### config.mk
export PLATFORM = sky130hd
export DESIGN_NAME = serial_window_detector
export DESIGN_NICKNAME = d
export VERILOG_FILES = /design/src/rtl/pattern_det_pkg.sv /design/src/rtl/sat_counter.sv /design/src/rtl/serial_window_detector.sv
export SDC_FILE = /design/constraint.sdc
export NUM_CORES = 1
export LEC_CHECK = 0
export CAP_MARGIN = 20
export CORE_AREA = 3 3 63 53
export CTS_CLUSTER_SIZE = 20
export DETAILED_ROUTE_END_ITERATION = 7
export DIE_AREA = 0 0 66 56
export HOLD_SLACK_MARGIN = 0.06
export PLACE_DENSITY_LB_ADDON = 0.3
export SKIP_CTS_REPAIR_TIMING = 1
export SLEW_MARGIN = 20
export SYNTH_ARGS = -nofsm -noshare
export SYNTH_HDL_FRONTEND = slang
export SYNTH_SLANG_ARGS = --single-unit
### constraint.sdc
create_clock -name clk -period 7 [get_ports clk]
set_input_delay 1.4 -clock clk [delete_from_list [all_inputs] [get_ports clk]]
set_output_delay 1.4 -clock clk [all_outputs]
set_load 0.05 [all_outputs]
### src/rtl/pattern_det_pkg.sv
// Shared types for the serial window detector: rule selection and FSM state encodings.
package pattern_det_pkg;

  localparam int MODE_W = 2;

  typedef enum logic [MODE_W-1:0] {
    EXACT   = 2'b00,
    ATLEAST = 2'b01,
    MATCH   = 2'b10,
    RSVD    = 2'b11
  } det_mode_e;

  typedef enum logic [1:0] {
    IDLE = 2'b00,
    FILL = 2'b01,
    RUN  = 2'b10
  } det_state_e;

endpackage

### src/rtl/sat_counter.sv
// Up-counter that sticks at its all-ones value; synchronous clear wins over increment.
module sat_counter #(
  parameter int W = 16
) (
  input  logic         clk,
  input  logic         rstb,
  input  logic         clr,
  input  logic         inc,
  output logic [W-1:0] count
);

  localparam logic [W-1:0] MAX = '1;

  always_ff @(posedge clk) begin
    if (!rstb) begin
      count <= '0;
    end else if (clr) begin
      count <= '0;
    end else if (inc && (count != MAX)) begin
      count <= count + W'(1);
    end
  end

endmodule

### src/rtl/serial_window_detector.sv
// Sliding-window detector on a 1-bit stream: keeps the last WIN_LEN bits, flags windows that
// satisfy the selected rule and counts the flagged cycles.
module serial_window_detector
  import pattern_det_pkg::*;
#(
  parameter  int WIN_LEN = 3,
  parameter  int HIT_W   = 16,
  localparam int CNT_W   = $clog2(WIN_LEN + 1)
) (
  input  logic               clk,
  input  logic               rstb,
  input  logic               enable,
  input  logic               serial_in,
  input  logic [MODE_W-1:0]  mode,
  input  logic [CNT_W-1:0]   k_thresh,
  input  logic [WIN_LEN-1:0] match_pattern,
  input  logic [WIN_LEN-1:0] match_mask,
  input  logic               count_clr,
  output logic               detect,
  output logic               window_full,
  output logic [CNT_W-1:0]   ones_count,
  output logic [HIT_W-1:0]   hit_count,
  output det_state_e         state_dbg
);

  localparam logic [CNT_W-1:0] WIN_LEN_C = CNT_W'(WIN_LEN);

  det_state_e         state_q, state_d;
  logic [WIN_LEN-1:0] window_q, window_d;
  logic [CNT_W-1:0]   fill_q, fill_d;
  logic [CNT_W-1:0]   ones_q, ones_d;
  logic [CNT_W-1:0]   fill_inc;
  logic [CNT_W:0]     ones_sum;
  logic               drop_bit;
  logic               rule_hit;
  logic               detect_d;

  // Next window, fill level and popcount; enable low flushes everything back to IDLE.
  always_comb begin
    state_d  = state_q;
    window_d = window_q;
    fill_d   = fill_q;
    ones_d   = ones_q;
    fill_inc = fill_q + CNT_W'(1);
    drop_bit = (state_q == RUN) ? window_q[WIN_LEN-1] : 1'b0;
    ones_sum = {1'b0, ones_q} + {{CNT_W{1'b0}}, serial_in} - {{CNT_W{1'b0}}, drop_bit};

    if (!enable) begin
      state_d  = IDLE;
      window_d = '0;
      fill_d   = '0;
      ones_d   = '0;
    end else begin
      window_d = {window_q[WIN_LEN-2:0], serial_in};
      ones_d   = ones_sum[CNT_W-1:0];
      case (state_q)
        IDLE, FILL: begin
          fill_d  = fill_inc;
          state_d = (fill_inc == WIN_LEN_C) ? RUN : FILL;
        end
        RUN:     state_d = RUN;
        default: state_d = IDLE;
      endcase
    end
  end

  // Rules look at the window as it will be after this edge, so detect needs no extra stage.
  always_comb begin
    rule_hit = 1'b0;
    case (det_mode_e'(mode))
      EXACT:   rule_hit = (ones_d == k_thresh);
      ATLEAST: rule_hit = (ones_d >= k_thresh);
      MATCH:   rule_hit = (((window_d ^ match_pattern) & match_mask) == '0);
      default: rule_hit = 1'b0;
    endcase
    detect_d = enable && (state_d == RUN) && rule_hit;
  end

  always_ff @(posedge clk) begin
    if (!rstb) begin
      state_q  <= IDLE;
      window_q <= '0;
      fill_q   <= '0;
      ones_q   <= '0;
      detect   <= 1'b0;
    end else begin
      state_q  <= state_d;
      window_q <= window_d;
      fill_q   <= fill_d;
      ones_q   <= ones_d;
      detect   <= detect_d;
    end
  end

  assign window_full = (state_q == RUN);
  assign ones_count  = ones_q;
  assign state_dbg   = state_q;

  sat_counter #(
    .W(HIT_W)
  ) u_hit_counter (
    .clk   (clk),
    .rstb  (rstb),
    .clr   (count_clr),
    .inc   (detect_d),
    .count (hit_count)
  );

endmodule

Yosys cells after proc, flatten, opt, wreduce, memory -nomap -nowiden. Cells that the tools add are included.

$add $sub $neg: 4. Equal/unequal tests: 8. Reduce and logical (&&, ||, !) cells: 9. Multiplexer cells: 7. Magnitude comparators: 1. Bitwise gates (word level): 3. Shift operators: 0. Divide/modulo/power cells: 0. $mul: 0.

Operators with widths (count): adder 16 x 1 -> 16 bit, second input constant (1); inequality test 16 bit, second input constant (1); == test 2 bit, second input constant (4); 2-to-1 mux 2 bit (3); == test 2 x 1 -> 1 bit, second input constant (2); logical NOT 2 bit (2); one-hot mux 2 bit (2 select lines) (1); OR reduction 2 bit (2); AND 3 bit (1); logical AND 1 bit (3); logical NOT 3 bit (1); 2-to-1 mux 3 bit (1); one-hot mux 1 bit (3 select lines) (1); bitwise XOR 3 bit (1); adder 2 x 1 -> 2 bit (1); adder 2 x 1 -> 2 bit, second input constant (1); == test 2 bit (1); greater-or-equal comparator 2 bit (1); AND reduction 2 bit (1); subtractor 2 x 1 -> 2 bit (1); 2-to-1 mux 1 bit (1); NOT 1 bit (1).

Flip-flop bits (word level): 26. Logic and storage cells: 38. RAM bits: 0. Memories: 0. Memory bits (read-only): 0. Latch bits: 0. Output and inout bits: 22. Input bits: 15.

Depth between registers and ports, before layout.
Depth after elaboration: 9. Mapped depth: 16.

By module. Synthesis repeated with hierarchy kept, for this count alone.

Cells, all modules: 150. Area total of the unflattened synthesis: 1398.8 µm².

By module, submodules not included: sat_counter (cells each 91, instances 1, area an instance 864.6 µm²); serial_window_detector (cells each 59, instances 1, area an instance 534.3 µm²).

Least setup slack after synthesis. OpenSTA, ideal clock, no wires.

Kind: register to register. From: register state_q[1], in the netlist state_dbg[1]. To: register u_hit_counter.count[13]. Library setup time: 0.070 ns. Path slack: 3.302 ns. Data arrival time: 3.628 ns. Clock period less this slack: 3.698 ns. Path buffers: 0. Cell stages (with the launch flop): 16. Path through: dfxtp_1 -> and2b_1 -> and2_1 -> ha_1 -> inv_1 -> ha_1 -> xnor2_1 -> xnor2_1 -> and2_1 -> ha_1 -> nor2b_1 -> o21ai_0 -> a21oi_1 -> nor2_1 -> or4_1 -> a21oi_1.

Cells in the longest elaborated chain, start to end: 8. Elaborated cells on any way between the ends: 16. Classes of those cells: add/sub: 1; order compare: 1; eq/ne: 4; mux: 5; reduce/logical: 5.

RTL lines: start: declaration (RTL line serial_window_detector.sv:28) `det_state_e state_q, state_d;`; start signal: assignment (RTL line serial_window_detector.sv:87) `state_q <= state_d;`; == test 2 bit (*); net window_full (RTL line serial_window_detector.sv:20) `output logic window_full,`; 2-to-1 mux 1 bit (*) (RTL line serial_window_detector.sv:45) `drop_bit = (state_q == RUN) ? window_q[WIN_LEN-1] : 1'b0;`; subtractor 2 x 1 -> 2 bit (*) (RTL line serial_window_detector.sv:46) `ones_sum = {1'b0, ones_q} + {{CNT_W{1'b0}}, serial_in} - {{CNT_W{1'b0}}, drop_bit};`; 2-to-1 mux 2 bit (*) (RTL line serial_window_detector.sv:48) `if (!enable) begin`; net ones_d[1] (RTL line serial_window_detector.sv:31) `logic [CNT_W-1:0] ones_q, ones_d;`; greater-or-equal comparator 2 bit / == test 2 bit (equally long branches) (RTL line serial_window_detector.sv:72, serial_window_detector.sv:71); one-hot mux 1 bit (3 select lines) (*) (RTL line serial_window_detector.sv:70) `case (det_mode_e'(mode))`; logical AND 1 bit (*) (RTL line serial_window_detector.sv:76) `detect_d = enable && (state_d == RUN) && rule_hit;`; logical AND 1 bit (*) (RTL line sat_counter.sv:19) `end else if (inc && (count != MAX)) begin`; end signal: assignment (RTL line sat_counter.sv:20) `count <= count + W'(1);`; end: declaration (RTL line sat_counter.sv:9) `output logic [W-1:0] count`.

Mark *: on every way through the listed nets, which the timed path passes. The rest lies on a longest branch. A chain may end at the register's enable or synchronous reset.

Worst setup path after layout.
From: input serial_in. To: register u_hit_counter.count[12].

Cells in the longest elaborated chain, start to end: 7. Elaborated cells on any way between the ends: 12. Classes of those cells: add/sub: 2; order compare: 1; eq/ne: 1; mux: 3; bitwise: 2; reduce/logical: 3.

RTL lines: start: declaration (RTL line serial_window_detector.sv:13) `input logic serial_in,`; adder 2 x 1 -> 2 bit (*) (RTL line serial_window_detector.sv:46); subtractor 2 x 1 -> 2 bit (*) (RTL line serial_window_detector.sv:46); 2-to-1 mux 2 bit (*) (RTL line serial_window_detector.sv:48); net ones_d[1] (RTL line serial_window_detector.sv:31); greater-or-equal comparator 2 bit / == test 2 bit (equally long branches) (RTL line serial_window_detector.sv:72, serial_window_detector.sv:71); one-hot mux 1 bit (3 select lines) (*) (RTL line serial_window_detector.sv:70); logical AND 1 bit (*) (RTL line serial_window_detector.sv:76); logical AND 1 bit (*) (RTL line sat_counter.sv:19).

Marks and branches as above.

==> impl_metrics.toml <==
[run_status]
status = "finished, final reports clean"

[logic_synthesis]
synthXorXnorAreaFrac_pct = 2.539
yosys-top-cells-area = "dfxtp_1, ha_1, a21oi_1"
muxShareOfSynthArea_pct = 0.7253
yosysWarnings = 0
synthAdderAreaFrac_pct = 5.440
synth_top_family_by_area = "simple AND/OR/NAND/NOR gates"
synth_top_area_cell = "dfxtp_1"
synth_area_sq_um = 1380
synthArstFlopShare_pct = 0
avgSynthCellArea_sq_um = 8.572
synth_ff_type = "dfxtp_1"
synthCells = 161
yosys.area_share.simple_pct = 28.65
synth_edf_count = 0
yosysUniqueCellTypes = 41
ys_ff_latch = 26
syn_nets = 182
yosysSeqAreaShare_pct = 37.72
synth_top_area_share_pct = 37.72
synth_compound_area_share_pct = 20.49

[sta]
hold-worst-slack_ns = 0.5201
fmax_mhz = 256.0
finalCritPeriodShare_pct = 55.80
finalHoldViolations = 0
rsz0062_at_grt = "false"
relSlewSlack_pct = 61.24
report.final.slew_viol_count = 0
tightest_slew_ns = 0.5814
setup_tns_ns = 0
finClkSkew_ns = 0.005435
fin_crit_ns = 3.906
finalSetupViolations = 0

[cells_and_area]
nets = 219
multiInputGateArea_sq_um = 798.3
drive_above_1_share_pct = 6.091
seqCellArea_sq_um = 520.5
area_growth_pct = 31.37
fillers = 244
insertedDiodeCount = 0
fin_util_pct = 66.07

[die]
die-area_sq_um = 3696
die_w_um = 66
core_sq_um = 2744
core.rowCount = 17
die-height_um = 56
initial_core_util_pct = 50.30
ios = 37

[clocking]
cts-root-buf = "clkbuf_4"
numCtsBuffers = 3
clock_latency_ns = 0.33
clock_sinks = 26
htreeDepth = 1
cts_tree = "built"
clk_pin_slew_ns = 0.14
clock_path_buffers = 2

[routing]
ant_nets = 0
drtIter0Drc = 68
dr.pass1.iters = 4
drcViolationCount = 0
wl_per_cell_um = 14.53
detailroute.via_count = 1380
wl_mm = 3.415
vias_per_cell = 5.872

[run]
max_cap_viol_count = 0

[worst_setup_path]
arrival_ns = 4.14
path_max_fanout = 13
path_class = "in2reg"
cp.required_ns = 7.24
start_kind = "input pin"
crit_path_end_kind = "flop"

[grt]
first_global_vias = 1337
grt_max_degree = 16
grt_usage_pct = 19.55
grt_overflow = 0
grt_first_pass_wirelength_mm = 5.865
grt_antenna_before_repair = 0

[power_and_ir_drop]
clockPowerShare_pct = 36.3
p_sw_uw = 63.38
power_frac_seq_pct = 52.8
intPower_uw = 222.4
pwr-share-comb_pct = 10.9
power_density_nw_per_um2 = 157.7
sw_frac_of_total_pct = 22.18
p_leak_nw = 0.6603
ir_drop_mv = 0.1287

[placed_design]
place_hpwl_mm = 2.528
place_congestion = 0.8217
numPortBuffers = 36

[worst_hold_path]
hold_path_class = "reg2reg"
==> cell usage after synthesis (all sizes together) (5+ instances only) <==
master	n
inv	9
a21oi	14
nand3	6
dfxtp	26
o31ai	6
a31oi	5
o21ai	7
and3	8
nor2	10
or4	6
ha	6
nand2	16
==> state kept, by name, indices dropped and copies added, names as in the netlist <==
name / count
window_q: 3
ones_count: 2
detect: 1
state_dbg: 2
u_hit_counter.count: 16
fill_q: 2
==> path summary, 6_finish.rpt <==
kind | startpoint | to | slack [ns] | cells after the start
hold / removal | u_hit_counter.count[4] | u_hit_counter.count[4] | 0.52 | 2
setup / recovery | serial_in | u_hit_counter.count[12] | 3.09 | 12
setup reg to reg | state_dbg[1] | u_hit_counter.count[12] | 3.59 | 15
hold reg to reg | u_hit_counter.count[4] | u_hit_counter.count[4] | 0.52 | 2
==> power by group through the flow <==
| stage | sequential, mW | clock (mW) | combinational, mW |
|---|---|---|---|
| after detailed placement | 0.154 | 0 | 0.0311 |
| after global placement | 0.154 | 0 | 0.0303 |
| final | 0.151 | 0.104 | 0.0311 |
| after CTS | 0.151 | 0.105 | 0.0312 |
| after floorplan | 0.157 | 0 | 0.0142 |
| after global routing | 0.151 | 0.110 | 0.0345 |
==> layout by cell type (no fill, tap or decap), drive strengths merged, types with 2 or more instances in the layout <==
cell and instances:
o31ai 6, nand3 6, a31oi 5, dfxtp 26, a21oi 14, xnor2 3, o21ai 7, nor4 2
ha 6, nor2 10, and3 8, and2 4, clkbuf 3, nand4 4, a211oi 2, nand2b 2
nor3 4, nand2 16, clkdlybuf4s50 36, or4 6, nor2b 2, or3 4, inv 9, a311oi 2
==> area by class of cell <==
class,count,area share [%]
Inverter,9,1.863
Multi-Input combinational cell,122,44.03
Timing Repair Buffer,36,19.88
Clock buffer,3,1.242
Sequential cell,26,28.71
Tap cell,38,2.622
Clock inverter,1,1.656
==> logic make-up (layout without fill, tap and decap cells) <==
kind of cell	Yosys count	count (layout)
compound gates	41	41
xor+xnor	4	4
fa+ha+maj	6	6
buf+inv	13	49
flops	26	26
mux	1	1
simple gates	70	70
==> routing by layer <==
metal  vias up  track usage, %  wire [um]
li1        671               -          -
met1       652           25.43       1483
met2        48           32.57       1637
met3         9           5.455        240
met4         0           3.188         53
met5         -               0          0
==> critical path: stages <==
cell	delay, ns
clkdlybuf4s50_1	0.44
ha_1	0.22
xnor2_1	0.13
xnor2_1	0.14
and2_1	0.16
ha_1	0.28
nor2b_1	0.12
o21ai_0	0.07
a21oi_1	0.26
o21a_1	0.47
a31oi_1	0.17
a311oi_1	0.27
==> stage by stage <==
| stage | setup WS (ns) | power (mW) | area (sq um) | std cells |
|---|---|---|---|---|
| 3_3_place_gp | 2.880 | 0.1843 | 1760 | 231 |
| 3_5_place_dp | 2.753 | 0.1853 | 1760 | 231 |
| 2_1_floorplan | 3.302 | 0.1714 | 1380 | 161 |
| 4_1_cts | 3.100 | 0.2873 | 1813 | 235 |
| 6_report | 3.094 | 0.2858 | 1813 | 235 |
| 5_1_grt | 2.823 | 0.2956 | 1813 | 235 |
No activity file was read; power rests on OpenSTA's default activity.
